## config.mk

```make
export PLATFORM = sky130hd
export DESIGN_NAME = mystic_fetch_unit
export DESIGN_NICKNAME = d
export VERILOG_FILES = /design/src/rtl/mystic_fetch_unit.sv
export SDC_FILE = /design/constraint.sdc
export NUM_CORES = 1
export LEC_CHECK = 0
export CORE_MARGIN = 2
export CORE_UTILIZATION = 55
export CTS_CLUSTER_SIZE = 40
export DETAILED_ROUTE_END_ITERATION = 8
export MAX_ROUTING_LAYER = met4
export PLACE_DENSITY = 0.8
export SLEW_MARGIN = 30
export SYNTH_ARGS = -nofsm -noshare
export SYNTH_HDL_FRONTEND = slang
export SYNTH_SLANG_ARGS = --single-unit
```

## constraint.sdc

```tcl
create_clock -name clk_i -period 9.1 [get_ports clk_i]
set_input_delay 2.275 -clock clk_i [delete_from_list [all_inputs] [get_ports clk_i]]
set_output_delay 2.275 -clock clk_i [all_outputs]
set_load 0.005 [all_outputs]
```

## src/rtl/mystic_fetch_unit.sv

```systemverilog
// Instruction-fetch responder: returns one 16- or 32-bit instruction per PC strobe,
// stitching word-crossing instructions and reusing a one-entry fetched-word buffer.
module mystic_fetch_unit #(
    parameter int BUF_EN = 1,
    parameter int MEM_AW = 30
) (
    input  logic              clk_i,
    input  logic              rst_i,
    input  logic [31:0]       PC_i,
    input  logic              PC_read_i,
    input  logic              inval_i,
    output logic [31:0]       instr_o,
    output logic              is_compressed_o,
    output logic              instr_ready_o,
    output logic              mem_req_o,
    output logic [MEM_AW-1:0] mem_addr_o,
    input  logic [31:0]       mem_rdata_i,
    input  logic              mem_rvalid_i
);

    typedef enum logic [1:0] {IDLE, WAIT_LO, WAIT_HI} state_t;

    localparam logic [MEM_AW-1:0] WORD_ONE = {{(MEM_AW-1){1'b0}}, 1'b1};

    state_t            state_q, state_d;
    logic              pc1_q, pc1_d;
    logic [MEM_AW-1:0] word_q, word_d;
    logic [15:0]       hi_q, hi_d;
    logic              buf_valid_q, buf_valid_d;
    logic [MEM_AW-1:0] buf_addr_q, buf_addr_d;
    logic [31:0]       buf_data_q, buf_data_d;
    logic [31:0]       instr_q, instr_d;
    logic              is_c_q, is_c_d;
    logic              ready_q, ready_d;
    logic              req_q, req_d;
    logic [MEM_AW-1:0] addr_q, addr_d;

    logic [MEM_AW-1:0] pc_word;
    logic              buf_hit;
    logic [33:0]       ext;
    logic              unused_ok;

    assign pc_word   = PC_i[MEM_AW+1:2];
    assign unused_ok = PC_i[0];
    assign buf_hit   = (BUF_EN != 0) && buf_valid_q && !inval_i && (buf_addr_q == pc_word);

    // Result is {needs_next_word, is_compressed, instr}; hi selects the upper halfword.
    function automatic logic [33:0] extract(input logic [31:0] w, input logic hi);
        logic [15:0] half;
        half = hi ? w[31:16] : w[15:0];
        if (half[1:0] != 2'b11)
            return {1'b0, 1'b1, 16'h0000, half};
        else if (!hi)
            return {1'b0, 1'b0, w};
        else
            return {1'b1, 1'b0, 32'h0000_0000};
    endfunction

    always_comb begin
        state_d     = state_q;
        pc1_d       = pc1_q;
        word_d      = word_q;
        hi_d        = hi_q;
        buf_valid_d = buf_valid_q;
        buf_addr_d  = buf_addr_q;
        buf_data_d  = buf_data_q;
        instr_d     = instr_q;
        is_c_d      = is_c_q;
        ready_d     = 1'b0;
        req_d       = 1'b0;
        addr_d      = addr_q;
        ext         = '0;

        case (state_q)
            IDLE: begin
                if (PC_read_i) begin
                    pc1_d  = PC_i[1];
                    word_d = pc_word;
                    if (buf_hit) begin
                        ext = extract(buf_data_q, PC_i[1]);
                        if (ext[33]) begin
                            hi_d    = buf_data_q[31:16];
                            req_d   = 1'b1;
                            addr_d  = pc_word + WORD_ONE;
                            state_d = WAIT_HI;
                        end else begin
                            instr_d = ext[31:0];
                            is_c_d  = ext[32];
                            ready_d = 1'b1;
                        end
                    end else begin
                        req_d   = 1'b1;
                        addr_d  = pc_word;
                        state_d = WAIT_LO;
                    end
                end
            end
            WAIT_LO: begin
                if (mem_rvalid_i) begin
                    buf_valid_d = (BUF_EN != 0);
                    buf_addr_d  = word_q;
                    buf_data_d  = mem_rdata_i;
                    ext         = extract(mem_rdata_i, pc1_q);
                    if (ext[33]) begin
                        hi_d    = mem_rdata_i[31:16];
                        req_d   = 1'b1;
                        addr_d  = word_q + WORD_ONE;
                        state_d = WAIT_HI;
                    end else begin
                        instr_d = ext[31:0];
                        is_c_d  = ext[32];
                        ready_d = 1'b1;
                        state_d = IDLE;
                    end
                end
            end
            WAIT_HI: begin
                if (mem_rvalid_i) begin
                    buf_valid_d = (BUF_EN != 0);
                    buf_addr_d  = addr_q;
                    buf_data_d  = mem_rdata_i;
                    instr_d     = {mem_rdata_i[15:0], hi_q};
                    is_c_d      = 1'b0;
                    ready_d     = 1'b1;
                    state_d     = IDLE;
                end
            end
            default: state_d = IDLE;
        endcase

        // Invalidation overrides any load in the same cycle; an in-flight fetch still finishes.
        if (inval_i)
            buf_valid_d = 1'b0;
    end

    always_ff @(posedge clk_i or posedge rst_i) begin
        if (rst_i) begin
            state_q     <= IDLE;
            pc1_q       <= 1'b0;
            word_q      <= '0;
            hi_q        <= '0;
            buf_valid_q <= 1'b0;
            buf_addr_q  <= '0;
            buf_data_q  <= '0;
            instr_q     <= '0;
            is_c_q      <= 1'b0;
            ready_q     <= 1'b0;
            req_q       <= 1'b0;
            addr_q      <= '0;
        end else begin
            state_q     <= state_d;
            pc1_q       <= pc1_d;
            word_q      <= word_d;
            hi_q        <= hi_d;
            buf_valid_q <= buf_valid_d;
            buf_addr_q  <= buf_addr_d;
            buf_data_q  <= buf_data_d;
            instr_q     <= instr_d;
            is_c_q      <= is_c_d;
            ready_q     <= ready_d;
            req_q       <= req_d;
            addr_q      <= addr_d;
        end
    end

    assign instr_o         = instr_q;
    assign is_compressed_o = is_c_q;
    assign instr_ready_o   = ready_q;
    assign mem_req_o       = req_q;
    assign mem_addr_o      = addr_q;

endmodule
```

Word level (Yosys, flattened, before mapping)
Cells that the tools add are included.

word-level totals
  input bits = 69
  logic and storage cells = 109
  bits in registers = 177

operators by class
  multiplexer cells = 63
  reductions and logical operators = 18
  equal/unequal tests = 14
  $add $sub $neg = 2

operators by type and width
  kind                                                 count
  2-to-1 mux 34 bit                                    9
  2-to-1 mux 30 bit                                    7
  2-to-1 mux 32 bit                                    6
  one-hot mux 30 bit (2 select lines)                  2
  2-to-1 mux 16 bit                                    7
  one-hot mux 32 bit (3 select lines)                  1
  adder 30 x 1 -> 30 bit, second input constant        2
  one-hot mux 16 bit (2 select lines)                  1
  equality test 30 bit                                 1
  2-to-1 mux 1 bit                                     20
  inequality test 2 bit, second input constant         10
  2-to-1 mux 2 bit                                     6
  nonzero test 2 bit                                   4
  AND reduction 7 bit                                  1
  one-hot mux 1 bit (3 select lines)                   2
  one-hot mux 2 bit (3 select lines)                   1
  AND reduction 2 bit                                  3
  AND reduction 6 bit                                  1
  AND reduction 5 bit                                  1
  AND reduction 4 bit                                  1
  inequality test 3 bit, second input constant         1
  AND reduction 3 bit                                  1
  nonzero test 3 bit                                   1
  equality test 2 x 1 -> 1 bit, second input constant  1
  6 further kinds                                      7

Longest topological paths before layout
Gate-level depths: netlist of run 1.

  depth after elaboration = 10
  gate-level depth with buffers = 11
  depth with buffers taken out = 8

Least setup slack after synthesis of run 1
Ideal clock, no wire load.

  path kind = input to register
  start point = input PC_i[11]
  end point = register addr_q[11], in the netlist mem_addr_o[11]
  data required time = 8.974 ns
  stages on the path = 8
  setup slack = 4.798 ns
  arrival time = 4.176 ns
  library setup time = 0.126 ns
  cell sequence = buf_2 -> xnor2_1 -> nand4_1 -> nor4_4 -> nand2_2 -> or4_1 -> xnor2_1 -> a221o_1

between the ends
  cells in the longest elaborated chain, start to end = 5

ends and longest elaborated chain
  item                                                                   RTL line  RTL
  start: declaration                                                     9         input logic [31:0] PC_i,
  adder 30 x 1 -> 30 bit / equality test 30 bit (equally long branches)  84, 45
  2-to-1 mux 30 bit / logical AND 1 bit (equally long branches)          81, 45
  2-to-1 mux 30 bit                                                      79        if (buf_hit) begin
  2-to-1 mux 30 bit                                                      76        if (PC_read_i) begin
  one-hot mux 30 bit (2 select lines)                                    74        case (state_q)
  end signal: assignment                                                 162       addr_q <= addr_d;
  end: declaration                                                       36        logic [MEM_AW-1:0] addr_q, addr_d;

Several ways; a longest one is shown, not always the timed one. The select of a mux whose other input is x is not followed.
A chain may end at the register's enable or synchronous reset.

Worst setup path after layout of run 1
  start point = input PC_i[31]
  end point = register hi_q[5]

between the ends
  cells in the longest elaborated chain, start to end = 4

ends and longest elaborated chain
  item                             RTL line  RTL
  equality test 30 bit             45        assign buf_hit = (BUF_EN != 0) && buf_valid_q && !inval_i && (buf_addr_q == pc_word);
  logical AND 1 bit                45
  inequality test 2 bit (no line)  --
  AND reduction 6 bit (no line)    --
  end signal: assignment           154       hi_q <= hi_d;
  end: declaration                 28        logic [15:0] hi_q, hi_d;

Every way passes these cells.

==> metrics.csv, run 1 <==
stage,metric,value,unit
place,gp_congestion,0.857,
global_route,grtUsageTotal,30.5,%
yosys,synth-seq-area-share,46.3,%
route,avgViaCountPerCell,6.29,
clock_network,cts_buffers,17,
clock_network,clk_pin_slew,0.07,ns
worst_setup_path,critical-path-top-delay-family,simple AND/OR/NAND/NOR gates,
yosys,ys_ff_latch,177,
yosys,synth_top_family_by_area,simple AND/OR/NAND/NOR gates,
worst_setup_path,r2r_start,buf_addr_q[29]$_DFFE_PP0P_,
timing,setup_ws,3.73,ns
final_layout,final_cell_mix,"177 x dfrtp_1, 132 x clkdlybuf4s50_1, 118 x nand2_1, 85 x mux2_2, 64 x xnor2_1",
route,drtPass1Iterations,6,
clock_network,cts-htree-levels,4,
timing,hold_viol_final,0,
die,die_w,136,um
yosys,synth_adder_area_share,0.785,%
worst_setup_path,rrSetupSlack,5.70,ns
clock_network,cts_hold_buf,0,
worst_setup_path,required,9.42,ns
global_route,grt_max_degree,98,
final_layout,final_nets,1102,
worst_setup_path,arrival,5.69,ns
power_and_ir_drop,leakage,4.56,nW
yosys,synth.net_count,999,
timing,maxSlewHeadroom,40.7,%
route,wl,26200,um
worst_setup_path,cp_cell_sequence,"clkdlybuf4s50_1, xnor2_1, nand4_1, nor4_4, nand2_2, o21ai_1, nand2_1, mux2_1",
worst_setup_path,crit_path_end_kind,flop,
worst_hold_path,worstHoldStart,hi_q[1]$_DFFE_PP0P_,
yosys,synth.distinct_cells,53,
yosys,synthMuxAreaShare,14.4,%
route,vias,7958,
route,ant_nets,0,
flow_run,max_cap_violations,0,
timing,fin_crit_sh,59.0,%
clock_network,clock-root-buffer,clkbuf_16,
yosys,avgSynthCellArea,10.4,sq um
die,coreArea,17200,sq um
yosys,synthTopCellsByArea,"dfrtp_1 46%, mux2_2 10%, xnor2_1 5.9%, nand2_1 4.6%, mux2i_1 3.5%",
clock_network,cts_resized,0,
clock_network,clk_latency,0.44,ns
clock_network,clk_path_buf_depth,2,
run_status,status,completed,
final_layout,final_common_cell,dfrtp_1,
place,dp_hpwl,17100,um
worst_setup_path,critPathMaxFanout,27,
route,dr.first_iter.drc_count,874,
clock_network,cts_tree,done,
yosys,synth_ff_type,dfrtp_1,
worst_setup_path,worstSetupPathType,in2reg,
timing,period_needed,5.37,ns
die,io_pins,134,
power_and_ir_drop,ir_worst_vdd,206,uV
timing,rsz0062_at_grt,false,
route,drc,0,
yosys,async_flop_share,100,%
global_route,antenna_found_initial,1,
global_route,grt_pass1_wl,42300,um
power_and_ir_drop,power.total,4.24,mW
global_route,grt_overflow_total,0,
worst_hold_path,hold_path_end,hi_q[1]$_DFFE_PP0P_,
place,numPortBuffers,132,
yosys,synth_warnings,0,
yosys,yosys.area_share.xor_xnor,7.69,%
final_layout,final_util,68.3,%
worst_setup_path,start_kind,primary input,
worst_hold_path,hp-class,reg2reg,
timing,max_freq,186,MHz
worst_setup_path,crit_buf_inv,1,
worst_setup_path,reg2reg_depth,7,
final_layout,drive_gt1_share,14.9,%
power_and_ir_drop,pwr_density_cell,362,nW/um^2
worst_setup_path,cpPeakStageDelay,0.53,ns
timing,tns,0,ns
worst_hold_path,min_path_cells,1,
die,start_util,55.7,%
final_layout,syn_to_final_growth,22.6,%
worst_setup_path,slowest_stage,mux2_1,
clock_network,postCtsSetupRepairBufs,0,
yosys,synth_area,9570,sq um
worst_setup_path,reg2reg_to,hi_q[5]$_DFFE_PP0P_,
yosys,yosysTopAreaCell,dfrtp_1,
die,dieArea,18500,sq um
timing,clock_skew,0.0108,ns
die,num_rows,48,
clock_network,cts_sinks,177,
timing,drv_slew,0,
place,preCtsSetupSlack,3.30,ns
yosys,synth-simple-area-share,15.0,%
route,routedWlPerCell,20.7,um
yosys,synth_cells,924,
timing,setup_violations,0,
yosys,synth_compound_area_share,12.4,%
timing,worst_pin_slew,0.889,ns
yosys,synth_top_area_share,46.3,%
die,fp.dieH,136,um
global_route,grt_pass1_vias,8022,
yosys,synth_edf_count,0,
==> sequential cells by signal, indices dropped and copies added (netlist names) <==
register         flops
buf_addr_q          30
buf_data_q          32
buf_valid_q          1
hi_q                16
instr_o             32
instr_ready_o        1
is_compressed_o      1
mem_addr_o          30
mem_req_o            1
pc1_q                1
state_q              2
word_q              30
==> cells in the mapped netlist, types with 21 or more instances <==
master / n
dfrtp_1: 177
nand2_1: 118
mux2_2: 85
xnor2_1: 64
nor2_1: 56
o21ai_0: 34
mux2i_1: 33
a21oi_1: 30
a222oi_1: 30
clkbuf_1: 30
nand3_1: 28
nor3_1: 21
==> metal layers <==
metal  up-vias  wire [um]  global-route usage [%]
met3        55       2140                    6.60
met1      3945      10600                    37.7
met5         -          0                       -
li1       3590          -                       -
met2       368      12900                    48.9
met4         0        620                    12.8
==> cells by family after synthesis <==
kind of cell | after synthesis
flops | 177
simple gates | 291
fa+ha+maj | 6
mux | 126
buf+inv | 76
xor+xnor | 84
compound gates | 164
==> worst max-delay path by stage <==
stage	startpoint	endpoint	slack, ns	cells past startpoint
6_report	PC_i[31]	hi_q[5]$_DFFE_PP0P_	3.73	8
5_1_grt	PC_i[31]	hi_q[4]$_DFFE_PP0P_	3.52	8
4_1_cts	PC_i[31]	hi_q[4]$_DFFE_PP0P_	3.77	8
3_5_place_dp	PC_i[31]	hi_q[4]$_DFFE_PP0P_	3.30	8
3_3_place_gp	PC_i[31]	hi_q[8]$_DFFE_PP0P_	3.35	8
2_1_floorplan	rst_i	buf_addr_q[0]$_DFFE_PP0P_	2.02	1
==> worst reg2reg max path, stage by stage (launching register included) <==
cell     delay [ns]
dfrtp_1        0.39
xnor2_1        0.37
nand4_1        0.21
nor4_4         0.48
nand2_2        0.50
o21ai_1        0.28
nand2_1        0.52
mux2_1         0.53
==> per-stage QoR <==
step,cells,area (sq um),hold WS (ns)
finish,1266,11700,0.473
CTS,1265,11700,0.473
global route,1266,11700,0.505
floorplan,924,9570,0.435
global placement,1233,11100,0.451
detailed placement,1233,11100,0.453
==> power breakdown <==
| part | switching (mW) | total [mW] | internal (mW) |
|---|---|---|---|
| Clock | 0.328 | 0.828 | 0.500 |
| Combinational | 0.923 | 1.88 | 0.958 |
| Sequential | 0.347 | 1.53 | 1.19 |
| Total | 1.60 | 4.24 | 2.65 |
==> layout make-up <==
class | instances | area [sq um]
antenna | 1 | 2.50
clock buffer | 18 | 439
clock inverter | 14 | 225
fill | 1351 | 5450
inverter | 14 | 60.1
multi-input combinational | 671 | 4860
sequential | 177 | 4430
tap | 225 | 282
timing repair buffer | 146 | 1430
Note: power is estimated with default switching activity, not from simulation.
==> run 2, diff against run 1 <==
- CORE_UTILIZATION: 55 -> 50
- PLACE_DENSITY: 0.8 -> 0.77
- clock period: 9.1 -> 4.71 ns (I/O delays scaled with it)
==> run 2 against run 1 <==
Wire length decreased by 0.68%. First-iteration DRC count fell by 13%. Register-to-register slack got worse by 3.9 ns. Largest cell class unchanged. Highest routed layer unchanged.
==> metrics.csv, run 2 (synthesis results as in run 1) <==
stage,metric,value,unit,change
clock_network,cts_sinks,177,,unchanged
clock_network,postCtsSetupRepairBufs,0,,unchanged
route,ant_nets,0,,unchanged
clock_network,clock-root-buffer,clkbuf_16,,unchanged
clock_network,cts_resized,0,,unchanged
timing,setup_ws,0.918,ns,was 3.73 ns
worst_hold_path,min_path_cells,1,,unchanged
clock_network,cts-htree-levels,4,,unchanged
final_layout,final_nets,1109,,was 1102
die,die_w,142,um,was 136 um
timing,maxSlewHeadroom,37.1,%,was 40.7%
die,start_util,51.0,%,was 55.7%
clock_network,cts_buffers,17,,unchanged
timing,worst_pin_slew,0.944,ns,was 0.889 ns
global_route,grt_use_met3,5.62,%,was 6.60%
clock_network,clk_path_buf_depth,2,,unchanged
die,num_rows,50,,was 48
power_and_ir_drop,leakage,4.56,nW,about the same
timing,hold_viol_final,0,,unchanged
power_and_ir_drop,power.total,8.09,mW,was 4.24 mW
final_layout,fill_cells,1544,,was 1351
timing,setup_violations,0,,unchanged
worst_setup_path,arrival,4.11,ns,was 5.69 ns
worst_hold_path,worstHoldStart,hi_q[1]$_DFFE_PP0P_,,unchanged
run_status,status,completed,,unchanged
place,dp_hpwl,17000,um,was 17100 um
final_layout,syn_to_final_growth,22.9,%,was 22.6%
worst_hold_path,hold_path_end,hi_q[1]$_DFFE_PP0P_,,unchanged
final_layout,final_common_cell,dfrtp_1,,unchanged
die,dieArea,20300,sq um,was 18500 sq um
global_route,grt_pass1_wl,42000,um,was 42300 um
route,dr.first_iter.drc_count,757,,was 874
place,gp_congestion,0.919,,was 0.857
final_layout,final_util,62.6,%,was 68.3%
final_layout,insertedDiodeCount,0,,was 1
global_route,grtUsageTotal,27.3,%,was 30.5%
route,routedWlPerCell,20.3,um,was 20.7 um
timing,period_needed,3.79,ns,
timing,fin_crit_sh,80.5,%,
worst_setup_path,worstSetupPathType,in2reg,,unchanged
clock_network,clk_pin_slew,0.06,ns,was 0.07 ns
global_route,antenna_found_initial,0,,was 1
clock_network,cts_tree,done,,unchanged
worst_setup_path,rrSetupSlack,1.84,ns,was 5.70 ns
route,vias,7795,,was 7958
timing,rsz0062_at_grt,false,,unchanged
global_route,grt_pass1_vias,7868,,was 8022
timing,clock_skew,0.0123,ns,was 0.0108 ns
clock_network,cts_hold_buf,0,,unchanged
timing,fin_hold_ws,0.476,ns,was 0.473 ns
global_route,use_met2,44.0,%,was 48.9%
power_and_ir_drop,ir_worst_vdd,372,uV,was 206 uV
global_route,met1_usage,34.7,%,was 37.7%
route,wl,26000,um,was 26200 um
clock_network,clk_latency,0.44,ns,about the same
final_layout,final_cell_mix,"177 x dfrtp_1, 132 x clkdlybuf4s50_1, 117 x nand2_1, 85 x mux2_2, 64 x xnor2_1",,"was 177 x dfrtp_1, 132 x clkdlybuf4s50_1, 118 x nand2_1, 85 x mux2_2, 64 x xnor2_1"
power_and_ir_drop,pwr_density_cell,688,nW/um^2,was 362 nW/um^2
worst_setup_path,r2r_start,buf_addr_q[11]$_DFFE_PP0P_,,was buf_addr_q[29]$_DFFE_PP0P_
worst_setup_path,required,5.02,ns,was 9.42 ns
worst_setup_path,start_kind,primary input,,unchanged
final_layout,drive_gt1_share,15.5,%,was 14.9%
flow_run,max_cap_violations,0,,unchanged
global_route,grt_max_degree,123,,was 98
die,io_pins,134,,unchanged
route,drtPass1Iterations,9,,was 6
worst_setup_path,reg2reg_depth,8,,was 7
place,preCtsSetupSlack,0.558,ns,was 3.30 ns
global_route,busiest_layer,met2,,unchanged
worst_setup_path,crit_path_end_kind,flop,,unchanged
place,numPortBuffers,132,,unchanged
worst_setup_path,critPathMaxFanout,10,,was 27
global_route,grt_overflow_total,0,,unchanged
timing,tns,0,ns,unchanged
timing,drv_slew,0,,unchanged
worst_setup_path,reg2reg_to,mem_addr_o[20]$_DFFE_PP0P_,,was hi_q[5]$_DFFE_PP0P_
timing,max_freq,264,MHz,
route,avgViaCountPerCell,6.09,,was 6.29
worst_hold_path,hp-class,reg2reg,,unchanged
die,fp.dieH,142,um,was 136 um
route,drc,0,,unchanged
die,coreArea,18800,sq um,was 17200 sq um
==> run 2: how the worst max path moves through the flow <==
| stage | startpoint | end | slack [ns] | cells past startpoint |
|---|---|---|---|---|
| 2_1_floorplan | rst_i | buf_addr_q[0]$_DFFE_PP0P_ | 1.27 | 1 |
| 3_3_place_gp | PC_i[13] | mem_addr_o[20]$_DFFE_PP0P_ | 0.66 | 9 |
| 3_5_place_dp | PC_i[13] | mem_addr_o[20]$_DFFE_PP0P_ | 0.56 | 9 |
| 4_1_cts | PC_i[13] | mem_addr_o[20]$_DFFE_PP0P_ | 0.97 | 9 |
| 5_1_grt | PC_i[13] | mem_addr_o[20]$_DFFE_PP0P_ | 0.83 | 9 |
| 6_report | PC_i[13] | mem_addr_o[20]$_DFFE_PP0P_ | 0.92 | 9 |
==> run 2: layout make-up <==
type / instances / area, sq um / area share, %
tap: 234 / 293 / 2.49
timing repair buffer: 153 / 1520 / 12.9
multi-input combinational: 671 / 4860 / 41.3
sequential: 177 / 4430 / 37.7
clock inverter: 14 / 179 / 1.52
clock buffer: 17 / 425 / 3.62
inverter: 14 / 56.3 / 0.479
==> run 2: power breakdown <==
group	switching, mW	leakage (nW)	internal, mW
clock network	0.628	0.287	0.840
logic	1.78	2.14	1.89
registers	0.657	2.13	2.29
total	3.07	4.56	5.02
==> run 2: stage by stage <==
step / instances / cell area, sq um
after global placement: 1249 / 11100
after global routing: 1280 / 11800
after detailed placement: 1249 / 11200
final: 1280 / 11800
after floorplan: 924 / 9570
after CTS: 1280 / 11800
==> run 2: worst max-delay path: stages <==
cell and delay [ns]:
clkdlybuf4s50_1 0.52, xnor2_1 0.37, nand4_1 0.23, nor4_4 0.46
nand2_2 0.24, buf_4 0.25, nor4_1 0.41, xor2_1 0.11
a221o_1 0.33
==> run 2: metal layers <==
| metal | routed length, um | up-vias |
|---|---|---|
| met5 | 0 | - |
| met4 | 596 | 0 |
| met3 | 1910 | 46 |
| met2 | 12800 | 334 |
| met1 | 10700 | 3825 |
| li1 | - | 3590 |
